<file path="src/rtl/dma_2d_job_scheduler.sv">
// Round-robin job scheduler for the 2D DMA engine: grants one channel's descriptor,
// validates it, starts both masters together and reports done/error to that channel.
module dma_2d_job_scheduler #(
  parameter int NUM_CH         = 4,
  parameter int CH_IDX_W       = 2,
  parameter int TIMEOUT_CYCLES = 1048576
) (
  input  logic                   clk,
  input  logic                   reset,
  input  logic [NUM_CH-1:0]      ch_req,
  input  logic [NUM_CH*32-1:0]   ch_src_addr,
  input  logic [NUM_CH*32-1:0]   ch_dst_addr,
  input  logic [NUM_CH*32-1:0]   ch_width,
  input  logic [NUM_CH*32-1:0]   ch_height,
  input  logic [NUM_CH*32-1:0]   ch_src_stride,
  input  logic [NUM_CH*32-1:0]   ch_dst_stride,
  output logic [NUM_CH-1:0]      ch_ack,
  output logic [NUM_CH-1:0]      ch_done,
  output logic [NUM_CH-1:0]      ch_err,
  output logic [1:0]             o_err_code,
  output logic                   o_rd_start,
  output logic [31:0]            o_src_addr,
  output logic [31:0]            o_img_width,
  output logic [31:0]            o_img_height,
  output logic [31:0]            o_img_stride,
  input  logic                   i_rd_done,
  output logic                   o_wr_start,
  output logic [31:0]            o_dst_addr,
  output logic [31:0]            o_dst_stride,
  input  logic                   i_wr_done,
  output logic                   o_busy,
  output logic [CH_IDX_W-1:0]    o_active_ch
);

  localparam int TO_W = (TIMEOUT_CYCLES > 2) ? $clog2(TIMEOUT_CYCLES) : 1;
  localparam logic [TO_W-1:0] TO_LAST = TO_W'(TIMEOUT_CYCLES - 1);
  localparam logic [NUM_CH-1:0] ONE_HOT0 = {{(NUM_CH-1){1'b0}}, 1'b1};

  typedef enum logic [1:0] {IDLE, CHECK, WAIT, DONE} state_t;

  state_t              state, state_next;
  logic [CH_IDX_W-1:0] rr_ptr, rr_next, winner, ptr_after;
  logic [TO_W-1:0]     to_cnt, cnt_next;
  logic                rd_q, wr_q, rd_edge, wr_edge;
  logic                rd_seen, wr_seen, rd_seen_next, wr_seen_next;
  logic                found, bad, take_job, start_next;
  logic [NUM_CH-1:0]   active_oh, ack_next, done_next, err_next;
  logic [1:0]          code_next;
  int                  idx;

  logic [31:0] src_a [NUM_CH];
  logic [31:0] dst_a [NUM_CH];
  logic [31:0] wid_a [NUM_CH];
  logic [31:0] hgt_a [NUM_CH];
  logic [31:0] sst_a [NUM_CH];
  logic [31:0] dst_s [NUM_CH];

  for (genvar g = 0; g < NUM_CH; g++) begin : g_unpack
    assign src_a[g] = ch_src_addr[g*32 +: 32];
    assign dst_a[g] = ch_dst_addr[g*32 +: 32];
    assign wid_a[g] = ch_width[g*32 +: 32];
    assign hgt_a[g] = ch_height[g*32 +: 32];
    assign sst_a[g] = ch_src_stride[g*32 +: 32];
    assign dst_s[g] = ch_dst_stride[g*32 +: 32];
  end

  // Round-robin search starting at rr_ptr, wrapping modulo NUM_CH.
  always_comb begin
    winner = rr_ptr;
    found  = 1'b0;
    idx    = 0;
    for (int i = 0; i < NUM_CH; i++) begin
      idx = int'(rr_ptr) + i;
      if (idx >= NUM_CH) idx = idx - NUM_CH;
      if (!found && ch_req[CH_IDX_W'(idx)]) begin
        winner = CH_IDX_W'(idx);
        found  = 1'b1;
      end
    end
  end

  assign active_oh = ONE_HOT0 << o_active_ch;
  assign ptr_after = (o_active_ch == CH_IDX_W'(NUM_CH - 1)) ? '0 : o_active_ch + 1'b1;
  assign rd_edge   = i_rd_done & ~rd_q;
  assign wr_edge   = i_wr_done & ~wr_q;
  assign o_busy    = (state != IDLE);

  assign bad = (o_img_width == 32'd0) || (o_img_height == 32'd0) ||
               (o_img_width[1:0] != 2'b00) ||
               (o_img_stride < o_img_width) || (o_dst_stride < o_img_width);

  always_comb begin
    state_next   = state;
    rr_next      = rr_ptr;
    cnt_next     = to_cnt;
    rd_seen_next = rd_seen;
    wr_seen_next = wr_seen;
    ack_next     = '0;
    done_next    = '0;
    err_next     = '0;
    code_next    = 2'b00;
    start_next   = 1'b0;
    take_job     = 1'b0;
    case (state)
      IDLE: begin
        if (found) begin
          take_job   = 1'b1;
          ack_next   = ONE_HOT0 << winner;
          state_next = CHECK;
        end
      end
      CHECK: begin
        if (bad) begin
          err_next   = active_oh;
          code_next  = 2'b01;
          rr_next    = ptr_after;
          state_next = IDLE;
        end else begin
          start_next   = 1'b1;
          cnt_next     = '0;
          rd_seen_next = 1'b0;
          wr_seen_next = 1'b0;
          state_next   = WAIT;
        end
      end
      WAIT: begin
        rd_seen_next = rd_seen | rd_edge;
        wr_seen_next = wr_seen | wr_edge;
        // Completion wins over a timeout that lands in the same cycle.
        if (rd_seen_next && wr_seen_next) begin
          done_next  = active_oh;
          state_next = DONE;
        end else if (to_cnt == TO_LAST) begin
          err_next   = active_oh;
          code_next  = 2'b10;
          rr_next    = ptr_after;
          state_next = IDLE;
        end else begin
          cnt_next = to_cnt + 1'b1;
        end
      end
      DONE: begin
        rr_next    = ptr_after;
        state_next = IDLE;
      end
      default: state_next = IDLE;
    endcase
  end

  always_ff @(posedge clk) begin
    if (reset) begin
      state        <= IDLE;
      rr_ptr       <= '0;
      to_cnt       <= '0;
      rd_q         <= 1'b0;
      wr_q         <= 1'b0;
      rd_seen      <= 1'b0;
      wr_seen      <= 1'b0;
      ch_ack       <= '0;
      ch_done      <= '0;
      ch_err       <= '0;
      o_err_code   <= 2'b00;
      o_rd_start   <= 1'b0;
      o_wr_start   <= 1'b0;
      o_src_addr   <= '0;
      o_img_width  <= '0;
      o_img_height <= '0;
      o_img_stride <= '0;
      o_dst_addr   <= '0;
      o_dst_stride <= '0;
      o_active_ch  <= '0;
    end else begin
      state      <= state_next;
      rr_ptr     <= rr_next;
      to_cnt     <= cnt_next;
      rd_q       <= i_rd_done;
      wr_q       <= i_wr_done;
      rd_seen    <= rd_seen_next;
      wr_seen    <= wr_seen_next;
      ch_ack     <= ack_next;
      ch_done    <= done_next;
      ch_err     <= err_next;
      o_err_code <= code_next;
      o_rd_start <= start_next;
      o_wr_start <= start_next;
      if (take_job) begin
        o_src_addr   <= src_a[winner];
        o_img_width  <= wid_a[winner];
        o_img_height <= hgt_a[winner];
        o_img_stride <= sst_a[winner];
        o_dst_addr   <= dst_a[winner];
        o_dst_stride <= dst_s[winner];
        o_active_ch  <= winner;
      end
    end
  end

endmodule

</file>
<file path="config.mk">
export PLATFORM = sky130hd
export DESIGN_NAME = dma_2d_job_scheduler
export DESIGN_NICKNAME = d
export VERILOG_FILES = /design/src/rtl/dma_2d_job_scheduler.sv
export SDC_FILE = /design/constraint.sdc
export NUM_CORES = 1
export LEC_CHECK = 0
export CORE_AREA = 2 2 386 388
export CTS_CLUSTER_SIZE = 30
export DETAILED_ROUTE_END_ITERATION = 16
export DIE_AREA = 0 0 388 390
export GPL_TIMING_DRIVEN = 0
export PLACE_DENSITY = 0.3
export SLEW_MARGIN = 25
export SYNTH_ARGS = -nofsm -noshare
export SYNTH_HDL_FRONTEND = slang
export SYNTH_SLANG_ARGS = --single-unit
</file>
<file path="constraint.sdc">
create_clock -name clk -period 4.2 [get_ports clk]
set_clock_uncertainty 0.1 [all_clocks]
set_input_delay 0.84 -clock clk [delete_from_list [all_inputs] [get_ports clk]]
set_output_delay 0.84 -clock clk [all_outputs]
set_load 0.01 [all_outputs]
</file>
==> reports/metrics.yaml, run 1 <==
final_max_slew_viol_count: 0
cts_tree: "yes"
clock_latency_ns: 0.60
grt_util_all_layers_pct: 18.94
drt-initial-drc-count: 1197
setup_viol: 0
synth_top_flop_cell: "dfxtp_1"
regToRegEndpoint: "to_cnt[7]"
cp_slowest_cell: "clkbuf_2"
clk_pin_slew_worst_paths_ns: 0.05
rsz0062_at_grt: "no"
grt_pass1_wl_um: 194900
overflow: 0
cp_cell_sequence: "clkdlybuf4s50_1 > inv_1 > and3_1 > o32ai_1 > a21o_1 > clkbuf_1 > clkbuf_2 > clkbuf_2 > nand3_1 > a32o_1"
hpwlAfterDp_um: 127600
synthArstFlopShare_pct: 0
rr_startpoint: "o_img_width[19]"
initial_core_util_pct: 10.21
hold_slack_ns: 0.3629
status: "completed"
powerDensity_nw_per_um2: 385.8
fp.dieW_um: 388
num_vias: 20755
max_clock_freq_ghz: 0.2502
slowest_delay_ns: 0.57
nets: 4059
peakVddDrop_uv: 232.2
root_buffer: "clkbuf_16"
synthCells: 2182
final_area_um2: 28830
max_slew_margin_pct: 31.65
worst_r2r_path_depth: 10
layout-drive-gt1-share_pct: 3.544
holdPathStages: 1
coreArea_um2: 147100
fillCellCount: 16914
critPathKind: "input pin to flip-flop"
synth_most_common_cell: "nand2_1"
io_pins: 987
post-place-ws_ns: -0.9580
min_to: "o_src_addr[5]"
max_cap_violations: 0
clock_path_buffers: 3
min_period_ns: 3.997
synth.avg_cell_area_um2: 6.882
yosysTopAreaCell: "dfxtp_1"
cts_buffers: 40
fp.dieH_um: 390
synth-edff-count: 0
hold_path_startpoint: "o_src_addr[5]"
yosysSeqAreaShare_pct: 31.60
cts.sinks: 237
multiInputGateArea_um2: 9430
drtAntennaViolNets: 0
worst_pin_slew_ns: 1.015
htreeDepth: 2
postCtsSetupBuffers: 0
ff2ff_setup_slack_ns: 0.30
gp_congestion: 0.9246
fin_ws_ns: 0.2035
p_leak_nw: 10.74
crit_path_start: "ch_req[2]"
fp-row-count: 141
hold_violations: 0
syn2layout_area_growth_pct: 92.03
synth-seq-cells: 237
io_buffers: 985
critPathRequiredTime_ns: 4.58
end_kind: "flip-flop"
via_per_inst: 3.991
min_period_over_period_pct: 95.15
die-area_um2: 151300
cp_top_family: "buffers and inverters"
crit_arrival_ns: 4.38
synth_area_leaders: "dfxtp_1 (32%), nand2_1 (20%), nand3_1 (13%)"
synth_cell_types: 57
synth_warnings: 0
post_dp_cell_area_um2: 27420
post-synth-top-area-fraction_pct: 31.60
routedWlPerCell_um: 28.73
critPathMostFrequentCell: "clkbuf_2"
crit_fanout: 10
postSynthNetCount: 3028
hp-class: "flip-flop to flip-flop"
path_buf_inv: 5
drc: 0
seq_area_um2: 4746
grt_pass1_vias: 21679
firstDrtPassIters: 5
path_depth: 10
synth_commonest_cells: "nand2_1 (791), nand3_1 (403), dfxtp_1 (237), a32o_1 (192), clkbuf_1 (171)"
routed_wl_um: 149400
netlist_area_um2: 15020
antenna_found_initial: 53
grt_max_degree: 11
start_kind: "input pin"
placed cells by master (no fill, tap or decap), types with 3 or more instances in the layout:
| master | Yosys | routed |
|---|---|---|
| a211oi_1 | 12 | 11 |
| a21o_1 | 5 | 5 |
| a21oi_1 | 34 | 32 |
| a22o_1 | 3 | 3 |
| a311oi_1 | 6 | 6 |
| a31oi_1 | 16 | 16 |
| a32o_1 | 192 | 192 |
| and2_1 | 8 | 8 |
| and3_1 | 10 | 10 |
| buf_1 | 9 | 9 |
| buf_2 | 2 | 3 |
| clkbuf_1 | 171 | 157 |
| clkbuf_16 | 0 | 41 |
| clkbuf_2 | 0 | 23 |
| clkbuf_8 | 0 | 9 |
| clkdlybuf4s50_1 | 0 | 985 |
| clkinv_2 | 0 | 6 |
| clkinvlp_4 | 0 | 3 |
| dfxtp_1 | 237 | 236 |
| diode_2 | 0 | 26 |
| ha_1 | 70 | 70 |
| inv_1 | 46 | 46 |
| nand2_1 | 791 | 791 |
| nand2b_1 | 3 | 3 |
| nand3_1 | 403 | 403 |
| nand4_1 | 17 | 17 |
| nor2_1 | 36 | 35 |
| nor2b_1 | 7 | 7 |
| nor3_1 | 8 | 8 |
| nor4_1 | 17 | 17 |
| o211ai_1 | 4 | 4 |
| o21a_1 | 6 | 6 |
| o21ai_0 | 24 | 24 |
| or2_2 | 3 | 3 |
| or3_1 | 4 | 4 |
flip-flops by register name, indices dropped and copies added (netlist names), 2 cells and up:
register	count
rr_ptr	2
o_err_code	2
ch_err	4
o_img_height	32
ch_ack	4
o_active_ch	2
state	2
o_img_stride	32
o_img_width	32
o_dst_addr	32
o_dst_stride	32
ch_done	4
o_src_addr	32
to_cnt	20
power by group:
| group | switching [mW] | internal (mW) |
|---|---|---|
| registers | 0.446 | 2.56 |
| logic | 2.60 | 2.01 |
| clock network | 1.43 | 2.08 |
how the worst max path moves through the flow:
stage | end
global route | o_img_width[14]
floorplan | o_dst_stride[10]
finish | o_dst_stride[17]
global placement | o_img_width[16]
detailed placement | o_img_stride[16]
CTS | o_img_width[17]
cell type report:
cell class	instances	area share, %
antenna	26	0.2256
buffer	183	2.534
clock buffer	61	4.131
clock inverter	13	0.4513
inverter	46	0.5988
multi-input combinational	1715	32.71
sequential	237	16.46
tap	1930	8.375
timing repair buffer	990	34.52
kinds of logic (layout without fill, tap and decap cells):
group | Yosys count | count (layout) | synth area share [%]
and+or+nand+nor | 1317 | 1317 | 37.91
buffers and inverters | 230 | 1293 | 5.841
AOI/OAI and AO/OA | 328 | 328 | 18.82
other | 0 | 26 | 0
DFF | 237 | 237 | 31.60
adders and majority gates | 70 | 70 | 5.833
through the flow:
step	total power [mW]	std cells	utilization (%)	setup TNS [ns]
2_1_floorplan	4.709	2182	-	0
3_3_place_gp	7.749	5097	18.55	-271.05
3_5_place_dp	7.772	5102	18.64	-81.64
4_1_cts	11.41	5176	19.55	0
5_1_grt	11.78	5196	19.59	0
6_report	11.13	5201	19.60	0
worst register-to-register path, delay by kind of cell (launching register included):
family	cells	cell delay, ns
compound gates	6	1.85
fa+ha+maj	1	0.41
simple gates	1	0.13
flops	1	0.72
buf+inv	2	0.58
repair_timing:
item	4_1_cts	5_1_grt
setup endpoints to repair	46	22
hold buffers	0	0
gates resized for setup	8	12
routing by layer:
layer	routed length [um]	part of all wire [%]	up-vias	GRT usage, %
li1	-	-	9892	-
met5	218	0.15	-	0
met4	3482	2.3	36	5.391
met3	9643	6.5	162	5.250
met2	73010	49	687	32.60
met1	63050	42	9978	22.91
(Power assumes the default switching activity.)
==> run 2: changes to the inputs <==
--- a/config.mk
+++ b/config.mk
@@ -11,6 +11,7 @@
 export DIE_AREA = 0 0 388 390
 export GPL_TIMING_DRIVEN = 0
 export PLACE_DENSITY = 0.3
+export SETUP_SLACK_MARGIN = 0.15
 export SLEW_MARGIN = 25
 export SYNTH_ARGS = -nofsm -noshare
 export SYNTH_HDL_FRONTEND = slang
==> reports/metrics.yaml, run 2 (synthesis results as in run 1) <==
min_period_over_period_pct: 94.41  # -0.75 points
grt_pass1_vias: 21681  # +0.0092%
clock_latency_ns: 0.60  # about the same
layout-drive-gt1-share_pct: 3.667  # +0.12 points
top_layer: "met5"
initial_core_util_pct: 10.21  # unchanged
via_per_inst: 3.985  # -0.15%
overflow: 0  # unchanged
p_leak_nw: 10.75  # about the same
grt_pass1_wl_um: 194800  # about the same
peakVddDrop_uv: 231.6  # -0.25%
max_clock_freq_ghz: 0.2522  # +0.79%
routedWlPerCell_um: 28.74  # about the same
drt-met1-wl_um: 63030  # about the same
routed_wl_um: 149500  # about the same
setup_viol: 0  # unchanged
coreArea_um2: 147100  # unchanged
routed-wl-met3_um: 9688  # +0.47%
slowest_delay_ns: 0.56  # about the same
clk_pin_slew_worst_paths_ns: 0.06  # about the same
start_kind: "input pin"
grt_max_degree: 14  # +3
cp_cell_sequence: "clkdlybuf4s50_1 > inv_1 > and3_1 > o32ai_1 > a21o_1 > clkbuf_1 > clkbuf_2 > buf_2 > nand3_1 > a32o_1"
htreeDepth: 2  # unchanged
path_buf_inv: 5  # unchanged
final_cell_mix: "clkdlybuf4s50_1 (985), nand2_1 (791), nand3_1 (403)"
worst_pin_slew_ns: 1.029  # +0.01465 ns
critPathRequiredTime_ns: 4.58  # about the same
max_slew_margin_pct: 31.39  # -0.26 points
antenna_found_initial: 53  # unchanged
powerDensity_nw_per_um2: 385.9  # about the same
rsz0062_at_grt: "no"
cts_hold_buf: 0  # unchanged
end_kind: "flip-flop"
die-area_um2: 151300  # unchanged
p_total_mw: 11.13  # about the same
crit_fanout: 10  # unchanged
crit_arrival_ns: 4.35  # -0.03 ns
gp_congestion: 0.9246  # unchanged
cts.sinks: 237  # unchanged
cts_buffers: 40  # unchanged
fp.dieH_um: 390  # unchanged
root_buffer: "clkbuf_16"
status: "completed"
drc: 0  # unchanged
syn2layout_area_growth_pct: 92.11  # about the same
final_max_slew_viol_count: 0  # unchanged
holdPathStages: 1  # unchanged
nets: 4059  # unchanged
hp-class: "flip-flop to flip-flop"
min_period_ns: 3.965  # -0.03136 ns
dr_wl_met2_um: 73030  # about the same
critPathKind: "input pin to flip-flop"
grt_util_all_layers_pct: 18.92  # about the same
worst_r2r_path_depth: 11  # +1
cp_top_family: "buffers and inverters"
hpwlAfterDp_um: 127600  # unchanged
cts_tree: "yes"
path_depth: 10  # unchanged
clock_path_buffers: 3  # unchanged
cp_slowest_cell: "buf_2"
drt-initial-drc-count: 1161  # -3.0%
max_cap_violations: 0  # unchanged
firstDrtPassIters: 5  # unchanged
hold_violations: 0  # unchanged
postCtsSetupBuffers: 0  # unchanged
hold_slack_ns: 0.3635  # +0.0006200 ns
fp-row-count: 141  # unchanged
mostFrequentLayoutCell: "clkdlybuf4s50_1"
io_pins: 987  # unchanged
fp.dieW_um: 388  # unchanged
num_vias: 20724  # -0.15%
drtAntennaViolNets: 0  # unchanged
io_buffers: 985  # unchanged
-- run 2: cell counts in the layout (fill, tap and decap cells not counted) --
Identical to the previous run, type by type.
-- run 2: final cells by class --
class                   instances  area (um^2)
repair buffers                990         9953
clock inverters                13        130.1
well taps                    1930         2415
flip-flops and latches        237         4748
fillers                     16917       118300
diodes                         26        65.06
plain buffers                 183        740.7
multi-input cells            1715         9430
clock buffers                  61         1191
inverters                      46        172.7
-- run 2: metrics by stage --
step | setup TNS (ns) | std cells | area, um^2 | util, % | worst slack [ns]
6_report | 0 | 5201 | 28850 | 19.61 | 0.2349
3_3_place_gp | -271.05 | 5097 | 27290 | 18.55 | -1.814
3_5_place_dp | -81.64 | 5102 | 27420 | 18.64 | -0.9580
5_1_grt | 0 | 5196 | 28830 | 19.60 | 0.1560
4_1_cts | 0 | 5175 | 28770 | 19.55 | 0.1514
2_1_floorplan | 0 | 2182 | 15020 | - | 1.526
-- run 2: power by group --
group | leakage, nW | internal, mW | switching, mW | total (mW)
Sequential | 1.96 | 2.56 | 0.449 | 3.01
Clock | 0.644 | 2.08 | 1.43 | 3.51
Combinational | 8.15 | 2.01 | 2.59 | 4.61
Total | 10.8 | 6.66 | 4.47 | 11.1
-- run 2: metal layers --
metal	vias to the layer above	GRT usage, %
met5	-	0
met4	36	5.391
met3	159	5.224
met2	690	32.60
met1	9948	22.88
li1	9891	-
-- run 2: worst register-to-register path: cells and delay by family, from the launching register on --
family / cells / cell delay [ns]
adder cells (fa/ha/maj): 1 / 0.33
buffers and inverters: 2 / 0.49
flip-flops: 1 / 0.59
AO/OA/AOI/OAI: 5 / 1.50
AND/OR/NAND/NOR: 3 / 0.67
-- run 2: path summary, 6_finish.rpt --
kind	start	end	slack, ns
max reg2reg	o_img_width[29]	to_cnt[7]	0.39
max	ch_req[2]	o_dst_stride[17]	0.23
min reg2reg	o_src_addr[5]	o_src_addr[5]	0.36
min	o_src_addr[5]	o_src_addr[5]	0.36
-- run 2: what timing repair did --
action / 4_1_cts / 5_1_grt
pin swaps: 0 / 0
cloned: 0 / 0
endpoints found under the setup margin: 104 / 19
gates resized for setup: 16 / 10
endpoints found under the hold margin: 0 / 0
